`src/rtl/hazard_scoreboard.sv`:
```
// ID-stage hazard scoreboard: tracks in-flight writers in EX/MEM/WB and stalls
// the ID instruction when forwarding cannot deliver its source operands in time.
module hazard_scoreboard #(
    parameter bit FORWARDING   = 1'b1,
    parameter bit REG_WR_FIRST = 1'b1,
    parameter int CNT_W        = 16
) (
    input  logic             clk,
    input  logic             rst,
    input  logic             id_valid,
    input  logic [4:0]       id_rs,
    input  logic [4:0]       id_rt,
    input  logic             id_use_rs,
    input  logic             id_use_rt,
    input  logic             id_reg_write,
    input  logic             id_mem_read,
    input  logic [4:0]       id_dest,
    input  logic             flush,
    output logic             stall,
    output logic             pc_write,
    output logic             ifid_write,
    output logic             idex_bubble,
    output logic             hazard_rs,
    output logic             hazard_rt,
    output logic [CNT_W-1:0] stall_cnt
);

    typedef struct packed {
        logic       v;
        logic       wr;
        logic       ld;
        logic [4:0] dest;
    } entry_t;

    entry_t ex_q, mem_q, wb_q;
    entry_t ex_d;
    logic   rs_match, rt_match;

    // need_ld restricts the match to loads, which is the only case forwarding cannot cover
    function automatic logic writes_reg(entry_t e, logic [4:0] r, logic need_ld);
        return e.v && e.wr && (e.ld || !need_ld) && (e.dest != 5'd0) && (e.dest == r);
    endfunction

    always_comb begin
        rs_match = 1'b0;
        rt_match = 1'b0;
        if (FORWARDING) begin
            rs_match = writes_reg(ex_q, id_rs, 1'b1);
            rt_match = writes_reg(ex_q, id_rt, 1'b1);
        end else begin
            rs_match = writes_reg(ex_q, id_rs, 1'b0) || writes_reg(mem_q, id_rs, 1'b0)
                    || (!REG_WR_FIRST && writes_reg(wb_q, id_rs, 1'b0));
            rt_match = writes_reg(ex_q, id_rt, 1'b0) || writes_reg(mem_q, id_rt, 1'b0)
                    || (!REG_WR_FIRST && writes_reg(wb_q, id_rt, 1'b0));
        end
    end

    always_comb begin
        hazard_rs   = id_valid && id_use_rs && rs_match;
        hazard_rt   = id_valid && id_use_rt && rt_match;
        stall       = (hazard_rs || hazard_rt) && !flush;
        pc_write    = !stall;
        ifid_write  = !stall;
        idex_bubble = stall || flush;
        ex_d        = '0;
        if (!idex_bubble) begin
            ex_d = '{v: id_valid, wr: id_reg_write, ld: id_mem_read, dest: id_dest};
        end
    end

    always_ff @(posedge clk or negedge rst) begin
        if (!rst) begin
            ex_q  <= '0;
            mem_q <= '0;
            wb_q  <= '0;
        end else begin
            ex_q  <= ex_d;
            mem_q <= ex_q;
            wb_q  <= mem_q;
        end
    end

    // Saturating count of stalled cycles
    always_ff @(posedge clk or negedge rst) begin
        if (!rst) begin
            stall_cnt <= '0;
        end else if (stall && (stall_cnt != {CNT_W{1'b1}})) begin
            stall_cnt <= stall_cnt + CNT_W'(1);
        end
    end

endmodule

```
`config.mk`:
```
export PLATFORM = sky130hd
export DESIGN_NAME = hazard_scoreboard
export DESIGN_NICKNAME = d
export VERILOG_FILES = /design/src/rtl/hazard_scoreboard.sv
export SDC_FILE = /design/constraint.sdc
export NUM_CORES = 1
export LEC_CHECK = 0
export CAP_MARGIN = 20
export CELL_PAD_IN_SITES_DETAIL_PLACEMENT = 1
export CELL_PAD_IN_SITES_GLOBAL_PLACEMENT = 1
export CORE_MARGIN = 5
export CORE_UTILIZATION = 33
export DETAILED_ROUTE_END_ITERATION = 16
export PLACE_DENSITY = 0.79
export RECOVER_POWER = 50
export SYNTH_ARGS = -nofsm -noshare
export SYNTH_HDL_FRONTEND = slang
export SYNTH_SLANG_ARGS = --single-unit
```
`constraint.sdc`:
```
create_clock -name clk -period 3.05 [get_ports clk]
set_clock_uncertainty 0.05 [all_clocks]
set_input_delay 0.61 -clock clk [delete_from_list [all_inputs] [get_ports clk]]
set_output_delay 0.61 -clock clk [all_outputs]
set_load 0.02 [all_outputs]
```
==> results.md, run 1 <==
* Startpoint Class: input port
* Status: complete, no violations
* Initial antenna violation count at 0
* Peak VDD IR at 128.3 µV
* Synth top cells by count: 24 x dfrtp_1, 19 x xor2_1, 9 x nand3_1
* HP Class: register to register
* Port-buffer cells at 44
* Final setup violation count at 0
* Async SR Flop Fraction at between 90% and 100%
* Pwr Density at between 300 and 400 nW/µm²
* Final Util at 50.34%
* # DRC at 0
* Clk sinks at 24
* Post-synth EDFFs at 0
* Clock Root Buffer: clkbuf_8
* Min Clock Period, post-route at 2.972 ns
* Hold depth at 1
* First-pass GRT wire length at a little under 6000 µm
* I/O Pins at 45
* YS warnings at 0
* Share of cells above drive strength 1 at between 15 and 20%
* R2R Setup Slk at 0.55 ns
* Pin count of the biggest net entering global routing at 25
* Hold-fix buffers at CTS at 0
* Overall Global Routing Usage at 14.54%
* Total Neg Setup Slack at 0 ns
* DIE WIDTH at 71.11 µm
* Worst Path Required at between 2 and 2.5 ns
* Top cell type's share of synthesized area at 48.73%
* CP endpoint kind: output pin
* Syn_area_per_cell at 10.72 µm²
* GPL Wtd Cong at 0.8737
* CP Max Fanout at 3
* Final WL at about 3500 µm
* Mean number of vias per cell at 4.986
* Drt pass-1 iters at 4
* Final worst setup slack at around 0.078 ns
* Crit-path cells: clkdlybuf4s50_1 > xor2_1 > nor4_1 > nand3_1 > and2_4 > or3_4 > buf_2
* CORE AREA at 3633 µm²
* Slowest stage delay, CP at 0.42 ns
* # nets final at 195
* Die H at 71.11 µm
* Final Hold Vio Count at 0
* Dpl hpwl at 2738 µm
* Register area share after synthesis at 48.73%
* WHS Endpoint: stall_cnt[5]
* Final period util at approximately 97%
* Finished Cell Area at 1829 µm²
* Slew Limit Headroom at 13.29%
* Routed Antenna Nets at 0
* Top cells by area, synth: dfrtp_1 49%, xor2_1 14%, and2_1 4.1%
* Actual slew at the worst max-slew pin at 1.301 ns
* CTS Buf Count at 3
* Cell area after synthesis at 1232 µm²
* Max Cap Viol at 0
* Inst Count DP at between 200 and 250
* Arr. time, crit path at 2.31 ns
* Cell taking the most area after synthesis: dfrtp_1
* Placed cell area at approximately 1800 µm²
* Vias post-DR at 1087
* Register-to-Register Path Depth at 6
* Max Transition Viols Final at 0
* Setup CP Type: input port to output pin
* Layout area overhead at 48.43%
* Max Fclk at 336.4 MHz
* Setup bufs post-CTS at 0
* Cells after synthesis at 115
* CTS tree: yes
* Rows at 22
* Latest clock arrival within the worst-skew pair at ~0.27 ns
* Top FF cell, synth: dfrtp_1
* Synth cell types at 27
* Top-count cell post-synth: dfrtp_1
* H-tree Lvls at 1
* Antenna diodes at 0
* Vias in the first global route at 1185
* Initial core utilization at around a third
* DRT iter0 DRCs at 45
* Crit-path slowest cell: clkdlybuf4s50_1
* Grt total ovfl at 0
* Worst r2r src: ex_q[1]
* Average wire per standard cell at between 15 and 20 µm
* Synthesized Nets at 139
* Clock transition at path regs at approximately 0.08 ns
* Die area at 5057 µm²
* DP Worst Slack at -0.4426 ns
* Final cell count without fillers at 218
* Clk buf depth at 2
* Beginning of the worst hold path: stall_cnt[5]
* Worst R2R End: stall_cnt[1]
* Total leakage power at 0.8463 nW
* Number of synthesized register bits at 24
worst max-delay path, delay by kind of cell:
family                    cells  cell delay [ns]
and+or+nand+nor               4             0.95
buffers and inverters         2             0.59
xor gates and xnor gates      1             0.15
cell type report:
cell class | count | area, µm²
well taps | 48 | 60.06
fillers | 422 | 1804
inverters | 4 | 15.01
flip-flops and latches | 24 | 600.6
multi-input cells | 85 | 608.1
clock buffers | 4 | 55.05
repair buffers | 53 | 490.5
layer usage:
metal	part of all wire, %	GRT usage, %
met4	1.9	6.889
met5	0	0
met3	4.8	2.415
met2	49	24.10
met1	45	18.34
kinds of logic (layout without fill, tap and decap cells):
group	count (synthesis)	count (layout)	share of synthesized area (%)
buffers and inverters	6	61	2.741
AO/OA/AOI/OAI	4	4	2.437
AND/OR/NAND/NOR	55	55	26.90
adder cells (fa/ha/maj)	1	1	1.015
XOR/XNOR	23	23	16.34
flip-flops	24	24	48.73
multiplexers	2	2	1.827
worst max path at each step:
stage,startpoint,to,slack (ns)
2_1_floorplan,id_rt[3],pc_write,0.41
3_3_place_gp,id_rt[3],stall,-0.38
3_5_place_dp,id_rt[1],stall,-0.44
4_1_cts,id_rs[2],stall,0.01
5_1_grt,id_rt[1],stall,-0.006
6_report,id_rs[2],ifid_write,0.08
cell usage in the layout, fill, tap and decap left out, types with 5 or more instances in the layout:
cell | synthesis | routed
nor2_1 | 8 | 8
and2_1 | 8 | 8
xor2_1 | 19 | 19
buf_4 | 1 | 9
nand3_1 | 9 | 9
dlygate4sd3_1 | 0 | 10
nor4_1 | 6 | 6
dfrtp_1 | 24 | 24
nand4_1 | 5 | 5
clkdlybuf4s50_1 | 0 | 28
metrics by stage:
| stage | hold WS, ns | total power [W] |
|---|---|---|
| 2_1_floorplan | 0.2644 | 0.0003512 |
| 3_3_place_gp | 0.4338 | 0.0003954 |
| 3_5_place_dp | 0.4507 | 0.0003989 |
| 4_1_cts | 0.4682 | 0.0006160 |
| 5_1_grt | 0.4884 | 0.0006396 |
| 6_report | 0.4564 | 0.0006059 |
registers in the layout, summed over array words and instances, names as in the netlist:
name and cells:
stall_cnt 16, ex_q 8
where the power goes:
group / total (W) / internal (W) / switching (W)
Clock: 0.000215 / 0.000115 / 0.000100
Combinational: 0.0000622 / 0.0000385 / 0.0000237
Sequential: 0.000328 / 0.000323 / 0.00000504
what timing repair did:
action	in CTS	in global routing
cloned	0	0
setup endpoints to repair	6	4
pin swaps	2	3
gates resized for setup	18	7
Note: power is estimated with default switching activity, not from simulation.
==> run 2: changes to the inputs <==
GPL_TIMING_DRIVEN = 0   (was not set)
==> results.md, run 2 (synthesis results as in run 1) <==
* Port-buffer cells at 44 (unchanged)
* Max Fclk at 339.7 MHz (was 336.4 MHz)
* CP most frequent cell: buf_6
* Highest-count cells in the layout ignoring fill and taps: 24 x dfrtp_1, 19 x clkdlybuf4s50_1, 18 x xor2_1 (was 28 x clkdlybuf4s50_1, 24 x dfrtp_1, 19 x xor2_1)
* Drt pass-1 iters at 4 (unchanged)
* H-tree Lvls at 1 (unchanged)
* Latest clock arrival within the worst-skew pair at 0.27 ns (about the same)
* Average wire per standard cell at 16.13 µm (was 16.25 µm)
* Sequential power share at 56.9% (was 54.2%)
* Most common cell after layout, fill and taps aside: dfrtp_1 (was clkdlybuf4s50_1)
* Startpoint Class: input port (unchanged)
* Share of cells above drive strength 1 at 17.47% (was 17.65%)
* Vias in the first global route at 1150 (was 1185)
* Placed cell area at 1733 µm² (was 1782 µm²)
* Final Hold Vio Count at 0 (unchanged)
* Total leakage power at 0.9046 nW (was 0.8463 nW)
* Slew Limit Headroom at 27.95% (was 13.29%)
* Total Neg Setup Slack at 0 ns (unchanged)
* Actual slew at the worst max-slew pin at 1.081 ns (was 1.301 ns)
* Int Pwr at 0.0004486 W (was 0.0004772 W)
* Rows at 22 (unchanged)
* Clock Root Buffer: clkbuf_8 (unchanged)
* Clock Power Share at 32.3% (was 35.5%)
* Final setup violation count at 0 (unchanged)
* Largest delay share family, worst path: simple AND/OR/NAND/NOR gates (unchanged)
* First-pass GRT wire length at 5471 µm (was 5789 µm)
* Arr. time, crit path at 2.28 ns (was 2.31 ns)
* Largest register by flop count: stall_cnt (unchanged)
* Pwr Density at 312.2 nW/µm² (was 331.3 nW/µm²)
* Top Registers: stall_cnt (16), ex_q (8) (unchanged)
* Max reg flops at 16 (unchanged)
* RSZ-0062 raised after global routing: no
* CP Max Fanout at 3 (unchanged)
* Final WL at 3451 µm (was 3542 µm)
* Clock transition at path regs at 0.08 ns (about the same)
* Slowest stage delay, CP at 0.41 ns (was 0.42 ns)
* HP Class: register to register (unchanged)
* Pin count of the biggest net entering global routing at 25 (unchanged)
* CTS tree: yes (unchanged)
* Worst Path Required at 2.39 ns (about the same)
* Dpl hpwl at 2538 µm (was 2738 µm)
* # nets final at 192 (was 195)
* Antenna diodes at 0 (unchanged)
* Finished Cell Area at 1848 µm² (was 1829 µm²)
* Switching portion of total power at 22.26% (was 21.24%)
* Crit-path slowest cell: clkdlybuf4s50_1 (unchanged)
* Max Cap Viol at 0 (unchanged)
* Max Transition Viols Final at 0 (unchanged)
* Initial antenna violation count at 0 (unchanged)
* Final hold slack at 0.4407 ns (was 0.4564 ns)
* I/O Pins at 45 (unchanged)
* Final cell count without fillers at 214 (was 218)
* CORE AREA at 3633 µm² (unchanged)
* Clk buf depth at 2 (unchanged)
* Layout area overhead at 49.95% (was 48.43%)
* Peak VDD IR at 158.9 µV (was 128.3 µV)
* Min Clock Period, post-route at 2.944 ns (was 2.972 ns)
* Crit-path cells: clkdlybuf4s50_1 > xor2_1 > nor4_2 > nand3_1 > and2_4 > or3_4 > buf_6 > buf_6 (was clkdlybuf4s50_1 > xor2_1 > nor4_1 > nand3_1 > and2_4 > or3_4 > buf_2)
* Buffers & Inverters on Critical Path at 3 (was 2)
* Inst Count DP at 207 (was 214)
* DIE WIDTH at 71.11 µm (unchanged)
* Routed Antenna Nets at 0 (unchanged)
* Grt total ovfl at 0 (unchanged)
* Die H at 71.11 µm (unchanged)
* CTS Buf Count at 3 (unchanged)
* Initial core utilization at 33.92% (unchanged)
* Overall Global Routing Usage at 13.39% (was 14.54%)
* Clk sinks at 24 (unchanged)
* # DRC at 0 (unchanged)
* Vias post-DR at 1056 (was 1087)
* DRT iter0 DRCs at 43 (was 45)
* Setup CP Type: input port to output pin (unchanged)
* Die area at 5057 µm² (unchanged)
* Final period util at 96.53% (was 97.45%)
* P_sw at 0.0001285 W (was 0.0001287 W)
* Mean number of vias per cell at 4.935 (was 4.986)
* Combinational share of power at 10.8% (was 10.3%)
* CP endpoint kind: output pin (unchanged)
* GPL Wtd Cong at 0.8216 (was 0.8737)
* Status: complete, no violations (unchanged)
run 2: area by class of cell:
| cell class | instances | area (µm²) |
|---|---|---|
| clock buffers | 3 | 41.29 |
| repair buffers | 48 | 470.5 |
| plain buffers | 2 | 22.52 |
| well taps | 48 | 60.06 |
| flip-flops and latches | 24 | 600.6 |
| inverters | 4 | 15.01 |
| multi-input cells | 85 | 638.1 |
| fillers | 410 | 1785 |
run 2: power groups by stage:
stage	clock [W]	combinational, W	sequential (W)
after floorplan	0	0.0000177	0.000334
final	0.000187	0.0000621	0.000328
after CTS	0.000189	0.0000633	0.000328
after detailed placement	0	0.0000594	0.000335
after global routing	0.000202	0.0000689	0.000329
after global placement	0	0.0000570	0.000334
run 2: per-stage QoR:
step / total power (W) / util, % / setup WS, ns
2_1_floorplan: 0.0003512 / - / 0.4135
3_3_place_gp: 0.0003911 / 47.69 / -0.5320
3_5_place_dp: 0.0003940 / 47.69 / -0.6023
4_1_cts: 0.0005804 / 49.66 / -0.06236
5_1_grt: 0.0005998 / 50.86 / 0.01850
6_report: 0.0005770 / 50.86 / 0.1059
run 2: worst paths after layout:
| path | from | endpoint | slack [ns] | cells past startpoint |
|---|---|---|---|---|
| worst max-delay path | id_rt[2] | pc_write | 0.11 | 8 |
| worst min-delay path | stall_cnt[5] | stall_cnt[5] | 0.44 | 1 |
| min in group asynchronous | rst | stall_cnt[10] | 0.56 | 1 |
| worst max register to register | ex_q[4] | stall_cnt[7] | 0.55 | 9 |
| max in group asynchronous | rst | ex_q[4] | 1.13 | 2 |
| worst min register to register | stall_cnt[5] | stall_cnt[5] | 0.44 | 1 |
run 2: layer usage:
metal  wire [µm]  global-route usage, %
met5           0                      0
met4          46                  4.384
met3         127                  2.699
met2        1757                  23.48
met1        1520                  16.36
run 2: repair_timing:
| action | CTS | global route |
|---|---|---|
| endpoints found under the setup margin | 6 | 4 |
| hold buffers | 0 | 0 |
| pin swaps | 4 | 6 |
| cloned | 0 | 0 |
| resized for setup | 27 | 10 |
| buffers inserted | 2 | 1 |
==> run 3: changes to the inputs <==
CORE_MARGIN = 1.5   (was 5)
==> results.md, run 3 (synthesis results as in run 1) <==
* Drt pass-1 iters at 4 (unchanged)
* Latest clock arrival within the worst-skew pair at 0.26 ns (was 0.27 ns)
* Highest-count cells in the layout ignoring fill and taps: 24 x dfrtp_1, 21 x clkdlybuf4s50_1, 19 x xor2_1 (was 24 x dfrtp_1, 19 x clkdlybuf4s50_1, 18 x xor2_1)
* Grt total ovfl at 0 (unchanged)
* HP Class: register to register (unchanged)
* Startpoint Class: input port (unchanged)
* CP most frequent cell: buf_4 (was buf_6)
* Final period util at 97.10% (was 96.53%)
* Average wire per standard cell at 15.32 µm (was 16.13 µm)
* RSZ-0062 raised after global routing: no (unchanged)
* Final Util at 50.45% (was 50.86%)
* Switching portion of total power at 20.78% (was 22.26%)
* Status: complete, no violations (unchanged)
* Final worst setup slack at 0.08833 ns (was 0.1059 ns)
* H-tree Lvls at 1 (unchanged)
* Clk buf depth at 2 (unchanged)
* Slowest stage delay, CP at 0.42 ns (was 0.41 ns)
* Rows at 22 (unchanged)
* Final setup violation count at 0 (unchanged)
* Max reg flops at 16 (unchanged)
* GPL Wtd Cong at 0.7973 (was 0.8216)
* P_sw at 0.0001245 W (was 0.0001285 W)
* Inst Count DP at 207 (unchanged)
* Final hold slack at 0.4497 ns (was 0.4407 ns)
* Arr. time, crit path at 2.30 ns (was 2.28 ns)
* Largest register by flop count: stall_cnt (unchanged)
* Actual slew at the worst max-slew pin at 0.8306 ns (was 1.081 ns)
* Setup CP Type: input port to output pin (unchanged)
* CP Max Fanout at 3 (unchanged)
* Int Pwr at 0.0004747 W (was 0.0004486 W)
* DRT iter0 DRCs at 26 (was 43)
* Max Fclk at 337.6 MHz (was 339.7 MHz)
* DIE WIDTH at 64.11 µm (was 71.11 µm)
* Final WL at 3278 µm (was 3451 µm)
* Final cell count without fillers at 214 (unchanged)
* Initial antenna violation count at 0 (unchanged)
* Initial core utilization at 33.92% (unchanged)
* Pin count of the biggest net entering global routing at 25 (unchanged)
* Antenna diodes at 0 (unchanged)
* Max Transition Viols Final at 0 (unchanged)
* Top Registers: stall_cnt (16), ex_q (8) (unchanged)
* Min Clock Period, post-route at 2.962 ns (was 2.944 ns)
* Mean number of vias per cell at 4.916 (was 4.935)
* DP Worst Slack at -0.5399 ns (was -0.6023 ns)
* Fill cells at 411 (was 410)
* Overall Global Routing Usage at 16.19% (was 13.39%)
* I/O Pins at 45 (unchanged)
* Pwr Density at 326.9 nW/µm² (was 312.2 nW/µm²)
* Slew Limit Headroom at 44.63% (was 27.95%)
* Routed Antenna Nets at 0 (unchanged)
* CP endpoint kind: output pin (unchanged)
* Layout area overhead at 48.73% (was 49.95%)
* # nets final at 191 (was 192)
* Vias post-DR at 1052 (was 1056)
* Clock Root Buffer: clkbuf_8 (unchanged)
* Crit-path cells: clkdlybuf4s50_1 > xor2_1 > nor4_1 > nand3_1 > and2_4 > or3_4 > buf_4 > buf_4 (was clkdlybuf4s50_1 > xor2_1 > nor4_2 > nand3_1 > and2_4 > or3_4 > buf_6 > buf_6)
* Share of cells above drive strength 1 at 16.27% (was 17.47%)
* Vias in the first global route at 1128 (was 1150)
* Clk sinks at 24 (unchanged)
* Crit-path slowest cell: clkdlybuf4s50_1 (unchanged)
* CORE AREA at 3633 µm² (unchanged)
* Dpl hpwl at 2300 µm (was 2538 µm)
* CTS Buf Count at 3 (unchanged)
* Peak VDD IR at 176.2 µV (was 158.9 µV)
* # DRC at 0 (unchanged)
* Max Cap Viol at 0 (unchanged)
* Die area at 4110 µm² (was 5057 µm²)
* Clock transition at path regs at 0.08 ns (about the same)
* Port-buffer cells at 44 (unchanged)
* Die H at 64.11 µm (was 71.11 µm)
* Worst Path Required at 2.39 ns (about the same)
* Hold-fix buffers at CTS at 0 (unchanged)
* First-pass GRT wire length at 5319 µm (was 5471 µm)
* Combinational share of power at 10.1% (was 10.8%)
* Most common cell after layout, fill and taps aside: dfrtp_1 (unchanged)
* Sequential power share at 54.7% (was 56.9%)
* CTS tree: yes (unchanged)
* Final Hold Vio Count at 0 (unchanged)
* Clock Power Share at 35.2% (was 32.3%)
* Total leakage power at 0.8914 nW (was 0.9046 nW)
## run 3: cell types whose count changed in the layout (fill, tap and decap cells not counted), sizes merged
cell and change:
dlymetal6s2s -1, clkbuf +1, buf -1, dlygate4sd3 -1, clkdlybuf4s50 +2
## run 3: metrics by stage
step | instance area [µm²] | setup TNS (ns) | total power, W
after detailed placement | 1733 | -2.044 | 0.0003932
final | 1833 | 0 | 0.0005992
after CTS | 1809 | -0.1080 | 0.0006055
after global routing | 1833 | 0 | 0.0006259
after floorplan | 1232 | 0 | 0.0003512
after global placement | 1733 | -1.926 | 0.0003913
## run 3: final timing paths
path,cells past startpoint,to,start,slack [ns]
setup / recovery,8,pc_write,id_rs[4],0.09
hold / removal,1,stall_cnt[5],stall_cnt[5],0.45
setup reg to reg,7,stall_cnt[15],ex_q[3],0.70
hold reg to reg,1,stall_cnt[5],stall_cnt[5],0.45
max in group asynchronous,2,stall_cnt[4],rst,1.21
min in group asynchronous,1,stall_cnt[10],rst,0.66
## run 3: layout make-up
type / instances / area, µm² / share of cell area [%]
plain buffers: 2 / 18.77 / 1.024
clock buffers: 4 / 55.05 / 3.003
inverters: 4 / 15.01 / 0.8191
multi-input cells: 85 / 629.4 / 34.33
flip-flops and latches: 24 / 600.6 / 32.76
well taps: 48 / 60.06 / 3.276
repair buffers: 47 / 454.2 / 24.78
## run 3: critical path, delay by kind of cell
family | cells | cell delay, ns
xor+xnor | 1 | 0.16
buf+inv | 3 | 0.70
simple gates | 4 | 0.83
## run 3: routing by layer
layer  GRT usage [%]  up-vias  routed length (µm)
met5               0        -                   0
met2           26.95       37                1614
met4           3.989        0                  19
met3           2.289        2                 158
li1                -      503                   -
met1           22.29      510                1484
## run 3: power groups by stage
stage	Sequential (W)	Clock, W	Combinational [W]
2_1_floorplan	0.000334	0	0.0000177
3_3_place_gp	0.000334	0	0.0000572
3_5_place_dp	0.000334	0	0.0000589
4_1_cts	0.000328	0.000217	0.0000611
5_1_grt	0.000329	0.000231	0.0000662
6_report	0.000328	0.000211	0.0000603
## run 3: what timing repair did
item | CTS | global route
gates resized for setup | 23 | 9
setup buffers | 2 | 0
pin swaps | 3 | 5
setup endpoints to repair | 5 | 4
